$ cat config.mk
export PLATFORM = sky130hd
export DESIGN_NAME = mage_fifo_ctrl
export DESIGN_NICKNAME = d
export VERILOG_FILES = /design/src/rtl/mage_fifo_ctrl.sv
export SDC_FILE = /design/constraint.sdc
export NUM_CORES = 1
export LEC_CHECK = 0
export CAP_MARGIN = 20
export CELL_PAD_IN_SITES_DETAIL_PLACEMENT = 0
export CELL_PAD_IN_SITES_GLOBAL_PLACEMENT = 1
export CORE_MARGIN = 2
export CORE_UTILIZATION = 43
export CTS_BUF_LIST = sky130_fd_sc_hd__clkbuf_4 sky130_fd_sc_hd__clkbuf_8
export CTS_CLUSTER_DIAMETER = 120
export DETAILED_ROUTE_END_ITERATION = 6
export GPL_TIMING_DRIVEN = 1
export PLACE_DENSITY = 0.8
export RECOVER_POWER = 100
export SLEW_MARGIN = 5
export SYNTH_ARGS = -nofsm -noshare
export SYNTH_HDL_FRONTEND = slang
export SYNTH_SLANG_ARGS = --single-unit
$ cat constraint.sdc
create_clock -name clk_i -period 9.1 [get_ports clk_i]
set_input_delay 1.365 -clock clk_i [delete_from_list [all_inputs] [get_ports clk_i]]
set_output_delay 1.365 -clock clk_i [all_outputs]
set_load 0.05 [all_outputs]
$ cat src/rtl/mage_fifo_ctrl.sv
// Parametrised synchronous FIFO controller: fill level, almost flags, sticky ovf/udf.
// Optional zero-latency pass-through when empty, enabled by macro MAGE_FIFO_BYPASS_EN.
module mage_fifo_ctrl #(
   parameter int DATA_WIDTH   = 32,
   parameter int DEPTH        = 8,
   parameter int ALM_FULL_TH  = DEPTH - 2,
   parameter int ALM_EMPTY_TH = 1,
   parameter int CNT_W        = $clog2(DEPTH + 1)
) (
   input  logic                  clk_i,
   input  logic                  rst_i,
   input  logic                  push_i,
   input  logic                  pop_i,
   input  logic                  flush_i,
   input  logic [DATA_WIDTH-1:0] data_i,
   output logic [DATA_WIDTH-1:0] data_o,
   output logic                  empty_o,
   output logic                  full_o,
   output logic                  alm_full_o,
   output logic                  alm_empty_o,
   output logic [CNT_W-1:0]      usage_o,
   output logic                  ovf_o,
   output logic                  udf_o,
   input  logic                  err_clr_i
);

   localparam int PTR_W = $clog2(DEPTH);
   localparam logic [PTR_W-1:0] PTR_LAST  = PTR_W'(DEPTH - 1);
   localparam logic [CNT_W-1:0] CNT_FULL  = CNT_W'(DEPTH);
   localparam logic [CNT_W-1:0] CNT_AFULL = CNT_W'(ALM_FULL_TH);
   localparam logic [CNT_W-1:0] CNT_AEMPT = CNT_W'(ALM_EMPTY_TH);

   logic [DATA_WIDTH-1:0] mem [DEPTH];
   logic [PTR_W-1:0]      wr_ptr, rd_ptr;
   logic [CNT_W-1:0]      usage_q;
   logic                  ovf_q, udf_q;
   logic                  push_acc, pop_acc, pass_thru;
   logic                  wr_en, rd_en, ovf_evt, udf_evt;

   // Handshake: push_i is taken when not full, or when full with a same-cycle pop;
   // pop_i is taken only when not empty. Rejected requests raise sticky ovf/udf flags.
   always_comb begin
      push_acc  = push_i & (~full_o | pop_i);
      pop_acc   = pop_i & ~empty_o;
`ifdef MAGE_FIFO_BYPASS_EN
      pass_thru = empty_o & push_i & pop_i;
`else
      pass_thru = 1'b0;
`endif
      wr_en   = push_acc & ~pass_thru & ~flush_i;
      rd_en   = pop_acc & ~flush_i;
      ovf_evt = push_i & full_o & ~pop_i & ~flush_i;
      udf_evt = pop_i & empty_o & ~pass_thru & ~flush_i;
   end

   always_ff @(posedge clk_i or posedge rst_i) begin
      if (rst_i) begin
         wr_ptr  <= '0;
         rd_ptr  <= '0;
         usage_q <= '0;
         ovf_q   <= 1'b0;
         udf_q   <= 1'b0;
      end else if (flush_i) begin
         wr_ptr  <= '0;
         rd_ptr  <= '0;
         usage_q <= '0;
         ovf_q   <= ovf_q & ~err_clr_i;
         udf_q   <= udf_q & ~err_clr_i;
      end else begin
         if (wr_en) wr_ptr <= (wr_ptr == PTR_LAST) ? '0 : wr_ptr + PTR_W'(1);
         if (rd_en) rd_ptr <= (rd_ptr == PTR_LAST) ? '0 : rd_ptr + PTR_W'(1);
         if (wr_en && !rd_en)      usage_q <= usage_q + CNT_W'(1);
         else if (rd_en && !wr_en) usage_q <= usage_q - CNT_W'(1);
         // A new error in the clearing cycle keeps the flag set
         ovf_q <= (ovf_q & ~err_clr_i) | ovf_evt;
         udf_q <= (udf_q & ~err_clr_i) | udf_evt;
      end
   end

   always_ff @(posedge clk_i) begin
      if (wr_en) mem[wr_ptr] <= data_i;
   end

   always_comb begin
      data_o = '0;
      if (!empty_o) data_o = mem[rd_ptr];
`ifdef MAGE_FIFO_BYPASS_EN
      if (empty_o && push_i) data_o = data_i;
`endif
   end

   assign empty_o     = (usage_q == '0);
   assign full_o      = (usage_q == CNT_FULL);
   assign alm_full_o  = (usage_q >= CNT_AFULL);
   assign alm_empty_o = (usage_q <= CNT_AEMPT);
   assign usage_o     = usage_q;
   assign ovf_o       = ovf_q;
   assign udf_o       = udf_q;

endmodule

# Word level (Yosys, flattened, before mapping)
# Memory sizes are Yosys's and may differ from the RTL's.
# Cells that the tools add are included.
# classes
n_bitwise,19
n_reduce_logical,8
muxes,14
n_lt_le_gt_ge,2
eq_ne,3
add_sub_neg,4
# op_table
op,n
two-way mux 32 bit,1
two-way mux 3 bit,6
two-way mux 4 bit,3
AND 1 bit,11
adder 3 x 1 -> 3 bit (second input constant),2
== test 3 bit (second input constant),2
NOT 1 bit,5
adder 4 x 1 -> 4 bit (second input constant),1
== test 4 bit (second input constant),1
>= comparator 4 x 3 -> 1 bit (second input constant),1
<= comparator 4 x 1 -> 1 bit (second input constant),1
logical NOT 4 bit,1
two-way mux 1 bit,4
nonzero test 2 bit,2
subtractor 4 x 1 -> 4 bit (second input constant),1
OR 1 bit,3
nonzero test 3 bit,1
logical AND 1 bit,2
logical NOT 1 bit,2
# totals
word_cells,56
output_inout_bits,42
mem_count,1
in_bits,38
reg_bits,12
ram_bits,256
# memory_table
memory,depth,word_bits,read_ports,rd_ports_with_merged_regs,write_ports,line,text
mem,8,32,1,0,1,33,logic [DATA_WIDTH-1:0] mem [DEPTH];

# Longest topological paths before layout
# Gate-level depths: netlist of run 1.
# depth
depth_word,10
mapped_depth,8

# Worst setup path after synthesis of run 1
# OpenSTA, ideal clock, no wires.
# synth_path
kind,input -> register
start,input flush_i
end,"memory mem[0][0], enable pin"
arrival_time_ns,4.193
n_path_buf,0
setup_ns,0.461
cell_stages,3
path_slack_ns,4.446
required_ns,8.639
cell_sequence,nand2b_1 or3_1 nor3_1
# synth_via
elab_chain_cells,4
# synth_rtl
item,line,text
start: declaration,14,"input logic flush_i,"
NOT 1 bit,50,wr_en = push_acc & ~pass_thru & ~flush_i;
AND 1 bit,50,
two-way mux 1 bit,81,if (wr_en) mem[wr_ptr] <= data_i;
two-way mux 1 bit (not written as such),81,
end: declaration,33,
# Every way passes these cells.

# Worst setup path in the final report of run 1
# layout_path
start,"register usage_q[0], in the netlist usage_o[0]"
end,output data_o[1]
# layout_via
elab_chain_cells,2
# layout_rtl
item,line,text
start: declaration,35,logic [CNT_W-1:0] usage_q;
start signal: assignment,72,if (wr_en && !rd_en) usage_q <= usage_q + CNT_W'(1);
start signal: assignment,73,else if (rd_en && !wr_en) usage_q <= usage_q - CNT_W'(1);
logical NOT 4 bit,92,assign empty_o = (usage_q == '0);
two-way mux 32 bit,86,if (!empty_o) data_o = mem[rd_ptr];
end: declaration,16,"output logic [DATA_WIDTH-1:0] data_o,"
# Every way passes these cells.

==> results_dict.tcl, run 1 <==
set metrics [dict create \
    outcome "complete, but fails checks" \
    violations "capacitance limit, slew limit" \
    maxSlewHeadroom_pct -87.0 \
    htreeDepth 2 \
    r2r_cells 7 \
    met3_usage_pct 3.20 \
    cts_resized 0 \
    synth_fa_ha_area_share_pct 1.07 \
    fillers 1891 \
    dp_hpwl_um 11200 \
    yosysUniqueCellTypes 36 \
    drv_slew 248 \
    start_util_pct 43.6 \
    synth_top_family_by_area "multiplexers" \
    p_leak_nw 4.00 \
    maxCapViolCount 9 \
    fp.coreArea_mm2 0.0242 \
    grt_overflow 0 \
    setup_violations 0 \
    critPathMaxFanout 20 \
    syn_inst 497 \
    ys_warn_count 0 \
    cts_tree "yes" \
    start_kind "register" \
    grt_pass1_vias 5578 \
    max_freq_mhz 157 \
    worstHoldStart "udf_o" \
    die_w_um 160 \
    pwr_density_cell_mw_per_mm2 268 \
    yosys.area.top_type "edfxtp_1" \
    finalCritPeriodShare_pct 70.1 \
    fin_hold_ws_ns 0.516 \
    r2r-end "mem[0][4]" \
    synth_edf_count 256 \
    r2r_start "usage_o[0]" \
    use_met2_pct 27.9 \
    seq_area_mm2 0.00800 \
    synth_compound_area_share_pct 1.11 \
    critPathLaunch "usage_o[0]" \
    hp-class "reg2reg" \
    ys_ff_latch 268 \
    cp_data_required_time_ns 7.74 \
    ios 80 \
    post-cts-setup-buffer-count 0 \
    synth.most_common_cell "edfxtp_1" \
    routed_wl_um 20400 \
    drt_iter0_markers 367 \
    end_kind "primary output" \
    dieArea_mm2 0.0258 \
    synth_mux_area_share_pct 17.2 \
    ctsHoldBuffers 0 \
    cts.sinks 268 \
    worst_slack_ns 2.72 \
    viasPerCell 5.29 \
    tightest_slew_ns 2.80 \
    synth-main-ff-cell "edfxtp_1" \
    syn2layout_area_growth_pct 18.6 \
    setup_tns_ns 0 \
    globalRouteTotalUtil_pct 16.3 \
    detail_route.wl_per_cell_um 21.2 \
    root_buffer "clkbuf_8" \
    gp_congestion 0.740 \
    holdPathEnd "udf_o" \
    remaining_drc_errors 0 \
    cp.arrival_ns 5.02 \
    ys_seq_area_share_pct 75.9 \
    hold_viol_final 0 \
    cts_buffers 43 \
    clockBufferDepth 3 \
    rsz0062_at_grt "no" \
    drive_gt1_share_pct 22.1 \
    grt_start_max_net_pins 67 \
    path_class "reg2out" \
    synth_top_cells_by_count "256 x edfxtp_1, 64 x mux4_2, 49 x nor2_1" \
    hold_depth 2 \
    ant_nets 0 \
    firstDrtPassIters 6 \
    cts.clk_slew.worst_paths_ns 0.06 \
    synth-xor-area-share_pct 0.0832 \
    via_count 5101 \
    grt_antenna_before_repair 4 \
    grt_use_met1_pct 21.1 \
    synthArstFlopShare_pct 4.48 \
    final.setup_skew_ns 0.0161 \
    synth_simple_gate_area_share_pct 3.30 \
    synth.top_cell.area_share_pct 73.0 \
    dp_slack_ns 4.51 \
    r2r_slack_ns 4.73 \
    ir_drop_v 0.000132 \
    synth_area_leaders "edfxtp_1 73%, mux4_2 14%, mux2i_1 3.4%" \
    nNetsFinal 657 \
    die_y_um 160 \
    port_buffers 79 \
    clock_latency_ns 0.53 \
    top_usage_layer "met2" \
    synth_area_mm2 0.0105 \
    synth_nets 544 \
    layout_min_cycle_time_ns 6.38 \
    multiInputGateArea_mm2 0.00240 \
    grt_pass1_wl_um 31900 \
    rows 57 \
    synth.avg_cell_area_um2 21.2 \
]
==> critical path, cell delays in order (launching register included) <==
cell and delay (ns):
dfrtp_1 0.43, inv_1 0.18, ha_1 0.25, nor3b_1 2.15, buf_4 0.56, nor2_1 0.13, dlygate4sd3_1 0.78
==> placed cells by master (no fill, tap or decap), types with 8 or more instances in the layout <==
master / netlist / routed
ha_1: 9 / 9
clkbuf_4: 0 / 15
nor2_1: 49 / 46
clkinv_1: 0 / 10
mux2i_1: 36 / 36
mux4_2: 64 / 64
edfxtp_1: 256 / 256
clkbuf_8: 0 / 44
dfrtp_1: 12 / 9
clkbuf_1: 7 / 8
dlygate4sd3_1: 0 / 76
==> through the flow <==
| stage | area, um2 | instances | power (mW) | util (%) |
|---|---|---|---|---|
| floorplan | 10500 | 497 | 2.17 | - |
| global placement | 11800 | 888 | 2.48 | 48.6 |
| detailed placement | 11800 | 888 | 2.49 | 48.6 |
| CTS | 12500 | 962 | 3.43 | 51.8 |
| global route | 12500 | 965 | 3.50 | 51.6 |
| finish | 12500 | 965 | 3.35 | 51.6 |
==> how the worst max path moves through the flow <==
stage	slack, ns	end	cells past startpoint
after floorplan	4.45	mem[0][0]	3
after global placement	4.49	data_o[22]	5
after detailed placement	4.51	data_o[22]	5
after CTS	3.91	data_o[22]	5
after global routing	2.42	data_o[7]	6
final	2.72	data_o[1]	6
==> area by class of cell <==
class,instances,share of cell area [%]
inverter,6,0.180
clock buffer,59,5.75
antenna,2,0.0401
tap,324,3.25
timing repair buffer,91,6.97
multi-input combinational,200,19.2
sequential,268,64.0
clock inverter,15,0.521
==> sequential cells by signal (all words and copies together), names as in the netlist <==
signal and count:
udf_o 1, ovf_o 1, mem 256, wr_ptr 3, rd_ptr 3, usage_o 4
==> cells by family (layout without fill, tap and decap cells) <==
family	count (synthesis)	after routing
AO/OA/AOI/OAI	16	16
XOR/XNOR	1	1
adder cells (fa/ha/maj)	9	9
buffers and inverters	29	171
flip-flops	268	268
multiplexers	101	101
other	0	2
AND/OR/NAND/NOR	73	73
==> layer usage <==
| metal | up-vias | share of wire [%] |
|---|---|---|
| li1 | 2258 | - |
| met2 | 129 | 51 |
| met3 | 34 | 4.3 |
| met1 | 2678 | 43 |
| met4 | 2 | 1.6 |
| met5 | - | 0.064 |
==> power breakdown <==
part	switching [mW]	internal, mW
Combinational	0.624	0.345
Clock	0.434	0.508
Sequential	0.0510	1.39
Note: power is estimated with default switching activity, not from simulation.
==> inputs of run 2 (changes only) <==
clock period = 5.9 ns   (was 9.1 ns; I/O delays follow)
==> run 2 against run 1 <==
  * The run still ends with capacitance limit, slew limit left
  * Utilization decreased by 0.21 points
  * Setup slack got worse by 1.4 ns
  * Largest cell class unchanged
  * Via count decreased by 1.6%
  * Clock power increased by 54%
  * Non-clock buffer count increased by 2
  * Sequential cell count unchanged
  * Clock skew increased by 0.019 ns
  * Critical path depth decreased by 2
  * Die area unchanged
  * Worst hold slack improved by 0.022 ns
==> results_dict.tcl, run 2 (synthesis gave the netlist of run 1 again) <==
set metrics [dict create \
    outcome "complete, but fails checks" \
    violations "capacitance limit, slew limit" \
    comb_power_share_pct 28.7 \
    fp.coreArea_mm2 0.0242 \
    cts.clk_slew.worst_paths_ns 0.06 \
    cpLargestDelayFamily "flip-flops" \
    nNetsFinal 657 \
    power_mw 5.17 \
    syn2layout_area_growth_pct 18.1 \
    routed-wl-met2_um 10300 \
    start_util_pct 43.6 \
    path_cells "mux4_2 -> mux2i_1 -> nor2_1 -> dlygate4sd3_1" \
    switchingPower_mw 1.69 \
    grt_start_max_net_pins 67 \
    r2r-end "mem[6][18]" \
    dp_hpwl_um 11700 \
    r2r_slack_ns 1.75 \
    tightest_slew_ns 2.47 \
    pwr_density_cell_mw_per_mm2 416 \
    top_layer "met5" \
    p_leak_nw 3.99 \
    largest_reg_flops 256 \
    worstHoldStart "ovf_o" \
    die_w_um 160 \
    path_class "reg2out" \
    finalCritPeriodShare_pct 77.7 \
    antenna_cells 0 \
    cts_tree "yes" \
    maxCapViolCount 8 \
    r2r_start "usage_o[0]" \
    ios 80 \
    layout_commonest_cell "edfxtp_1" \
    crit_buf_inv 1 \
    drt_iter0_markers 372 \
    start_kind "register" \
    p_int_mw 3.48 \
    largest_register "mem" \
    final_cells 958 \
    viasPerCell 5.24 \
    clock_latency_ns 0.54 \
    path_depth 4 \
    holdPathEnd "ovf_o" \
    globalRouteTotalUtil_pct 16.0 \
    post-cts-setup-buffer-count 0 \
    die_y_um 160 \
    dp_cells 890 \
    port_buffers 79 \
    dieArea_mm2 0.0258 \
    cp.arrival_ns 3.70 \
    rsz0062_at_grt "no" \
    clockBufferDepth 3 \
    grt_pass1_vias 5444 \
    layout_min_cycle_time_ns 4.58 \
    routed_wl_um 20000 \
    max_freq_mhz 218 \
    cts.sinks 268 \
    via_count 5021 \
    ctsHoldBuffers 0 \
    hold_depth 2 \
    wl_met1_um 7960 \
    remaining_drc_errors 0 \
    grt_overflow 0 \
    cts_resized 0 \
    final.setup_skew_ns 0.0352 \
    critPathMaxStageDelay_ns 1.43 \
    root_buffer "clkbuf_8" \
    swShare_pct 32.7 \
    maxSlewHeadroom_pct -65.5 \
    route.met3.wl_um 1390 \
    drive_gt1_share_pct 21.6 \
    hp-class "reg2reg" \
    end_kind "primary output" \
    rows 57 \
    ir_drop_v 0.000237 \
    gp_congestion 0.750 \
    grt_pass1_wl_um 31400 \
    ant_nets 0 \
    htreeDepth 2 \
    hold_viol_final 0 \
    setup_violations 0 \
    grt_antenna_before_repair 3 \
    r2r_cells 7 \
    setup_tns_ns 0 \
    critPathMaxFanout 66 \
    cp_data_required_time_ns 5.02 \
    final_cell_mix "256 x edfxtp_1, 75 x dlygate4sd3_1, 64 x mux4_2" \
    firstDrtPassIters 5 \
    power_frac_seq_pct 43.2 \
    cts_buffers 41 \
    drv_slew 226 \
    detail_route.wl_per_cell_um 20.9 \
    slowest_stage "dfrtp_2" \
    p_clk_share_pct 28.1 \
]
[run 2: area by class of cell]
type                       instances  area [um2]
fill                            1899       11700
sequential                       268        7990
multi-input combinational        200        2380
timing repair buffer              93         858
clock buffer                      53         654
tap                              324         405
clock inverter                    14         120
inverter                           6        22.5
[run 2: layer usage]
layer	vias up	GRT usage [%]
met5	-	0
met4	4	4.38
met3	29	3.25
met2	181	27.5
met1	2562	20.9
li1	2245	-
[run 2: worst max path at each step]
stage	start	to	slack (ns)
final	rd_ptr[1]	data_o[22]	1.32
after global routing	flush_i	mem[6][15]	1.11
after CTS	rd_ptr[0]	data_o[27]	1.54
after detailed placement	flush_i	mem[1][4]	2.00
after global placement	flush_i	mem[1][6]	2.10
after floorplan	usage_o[0]	mem[0][0]	1.54
[run 2: tightest hold or removal path, cell delays in order (launching register included)]
cell	delay (ns)
dfrtp_1	0.36
inv_1	0.04
o32ai_1	0.09
[run 2: power by group through the flow]
stage	clock [mW]	sequential [mW]	combinational, mW
finish	1.45	2.23	1.48
global route	1.57	2.24	1.57
CTS	1.48	2.24	1.58
detailed placement	0	2.28	1.57
global placement	0	2.27	1.56
floorplan	0	2.26	1.09
[run 2: stage by stage]
stage	utilization, %	instance area (um2)	setup slack (ns)	hold WS [ns]
floorplan	-	10500	1.54	0.550
global placement	48.7	11800	2.10	0.513
detailed placement	48.7	11800	2.00	0.529
CTS	51.9	12600	1.54	0.545
global route	51.4	12400	1.11	0.576
finish	51.4	12400	1.32	0.538
==> inputs of run 3 (changes only) <==
clock period = 4.41 ns   (was 5.9 ns; I/O delays follow)
==> run 3 against run 2 <==
  * The run still ends with capacitance limit, slew limit left
  * Cell count is 1.5% higher
  * Routed wire length is 4.4% higher
  * Sequential share of layout area is 0.83 points lower
  * Final area is 1.3% higher
  * Worst hold slack worse by 0.015 ns
  * Critical endpoint is now data_o[9]
==> results_dict.tcl, run 3 (synthesis gave the netlist of run 1 again) <==
set metrics [dict create \
    dieArea_mm2 0.0258 \
    cts_tree "yes" \
    maxSlewHeadroom_pct -2.31 \
    power_mw 7.05 \
    grt_overflow 0 \
    routed_wl_um 20900 \
    place_area_mm2 0.0118 \
    clockBufferDepth 3 \
    fillers 1894 \
    cts.clk_slew.worst_paths_ns 0.06 \
    gp_congestion 0.693 \
    met3_usage_pct 3.72 \
    hold_viol_final 0 \
    firstDrtPassIters 4 \
    violations "capacitance limit, slew limit" \
    post-cts-setup-buffer-count 0 \
    max_freq_mhz 250 \
    layout_commonest_cell "edfxtp_1" \
    cp_data_required_time_ns 3.75 \
    port_buffers 79 \
    ios 80 \
    largest_register "mem" \
    outcome "complete, but fails checks" \
    swShare_pct 32.8 \
    viasPerCell 5.25 \
    path_class "reg2out" \
    ir_drop_v 0.000317 \
    p_int_mw 4.74 \
    comb_power_share_pct 28.2 \
    die_y_um 160 \
    root_buffer "clkbuf_8" \
    p_clk_share_pct 29.4 \
    power_frac_seq_pct 42.3 \
    cts_resized 0 \
    grt_pass1_wl_um 32100 \
    setup_violations 0 \
    htreeDepth 2 \
    detail_route.wl_per_cell_um 21.5 \
    drive_gt1_share_pct 24.9 \
    hp-class "reg2reg" \
    largest_reg_flops 256 \
    globalRouteTotalUtil_pct 16.5 \
    cts.sinks 268 \
    drv_slew 15 \
    switchingPower_mw 2.31 \
    finalCritPeriodShare_pct 90.8 \
    rows 57 \
    ctsHoldBuffers 0 \
    p_leak_nw 4.08 \
    die_w_um 160 \
    grt_start_max_net_pins 43 \
    postLayoutCellArea_mm2 0.0126 \
    rsz0062_at_grt "no" \
    end_kind "primary output" \
    remaining_drc_errors 0 \
    clock_latency_ns 0.56 \
    cp.arrival_ns 3.34 \
    fp.coreArea_mm2 0.0242 \
    final.setup_skew_ns 0.0286 \
    final_cell_mix "256 x edfxtp_1, 72 x dlygate4sd3_1, 64 x mux4_2" \
    critPathMaxFanout 33 \
    tightest_slew_ns 1.53 \
    grt_antenna_before_repair 3 \
    grt_use_met1_pct 22.1 \
    layout_min_cycle_time_ns 4.00 \
    dp_hpwl_um 11800 \
    use_met2_pct 27.3 \
    start_util_pct 43.6 \
    ant_nets 0 \
    setup_tns_ns 0 \
    cts_buffers 42 \
    start_kind "register" \
    via_count 5104 \
    pwr_density_cell_mw_per_mm2 560 \
    top_usage_layer "met2" \
    syn2layout_area_growth_pct 19.7 \
    nNetsFinal 661 \
    hold_depth 2 \
    grt_pass1_vias 5431 \
    maxCapViolCount 1 \
    drt_iter0_markers 405 \
    r2r_cells 7 \
]
## run 3: cell count changes in the layout (fill, tap and decap cells not counted), moves of 5 or more
cell,change
clkbuf_1,-10
clkbuf_4,+9
clkbuf_2,+8
buf_4,+5
clkinv_2,-5
nor2_1,-5
nor2_4,+5
## run 3: path summary, 6_finish.rpt
path	start	to	slack, ns
max reg2reg	usage_o[1]	mem[6][4]	0.63
min reg2reg	udf_o	udf_o	0.52
min	udf_o	udf_o	0.52
max	rd_ptr[0]	data_o[9]	0.41
max in group asynchronous	rst_i	rd_ptr[1]	3.43
min in group asynchronous	rst_i	usage_o[1]	0.57
## run 3: power by group through the flow
stage | sequential, mW | combinational [mW] | clock, mW
after floorplan | 3.02 | 1.45 | 0
after global placement | 3.04 | 2.09 | 0
after detailed placement | 3.05 | 2.11 | 0
after CTS | 3.00 | 2.12 | 2.13
after global routing | 3.01 | 2.11 | 2.24
final | 2.99 | 1.99 | 2.08
## run 3: routing by layer
| metal | share of wire [%] | wire length, um |
|---|---|---|
| met2 | 50 | 10500 |
| met3 | 4.3 | 900 |
| met5 | 0.091 | 19 |
| met1 | 43 | 9020 |
| met4 | 1.9 | 405 |
## run 3: final cells by class
cell class | instances | area, um2 | area share (%)
Clock inverter | 13 | 109 | 0.864
Timing Repair Buffer | 96 | 898 | 7.13
Antenna cell | 1 | 2.50 | 0.0199
Clock buffer | 64 | 749 | 5.95
Tap cell | 324 | 405 | 3.22
Inverter | 6 | 22.5 | 0.179
Sequential cell | 268 | 8000 | 63.5
Multi-Input combinational cell | 200 | 2420 | 19.2
## run 3: critical path, stage by stage, from the launching register on
cell and delay (ns):
dfrtp_4 0.83, buf_4 0.42, mux4_2 0.55, mux2i_1 0.18, nor2_1 0.05, dlygate4sd3_1 0.77
## run 3: metrics by stage
step | std cells | setup slack [ns] | utilization (%) | hold WS, ns
floorplan | 497 | 0.0500 | - | 0.526
global placement | 894 | 0.972 | 48.8 | 0.509
detailed placement | 894 | 0.936 | 48.8 | 0.524
CTS | 971 | 0.351 | 52.4 | 0.416
global route | 971 | 0.158 | 52.1 | 0.564
finish | 972 | 0.408 | 52.1 | 0.523
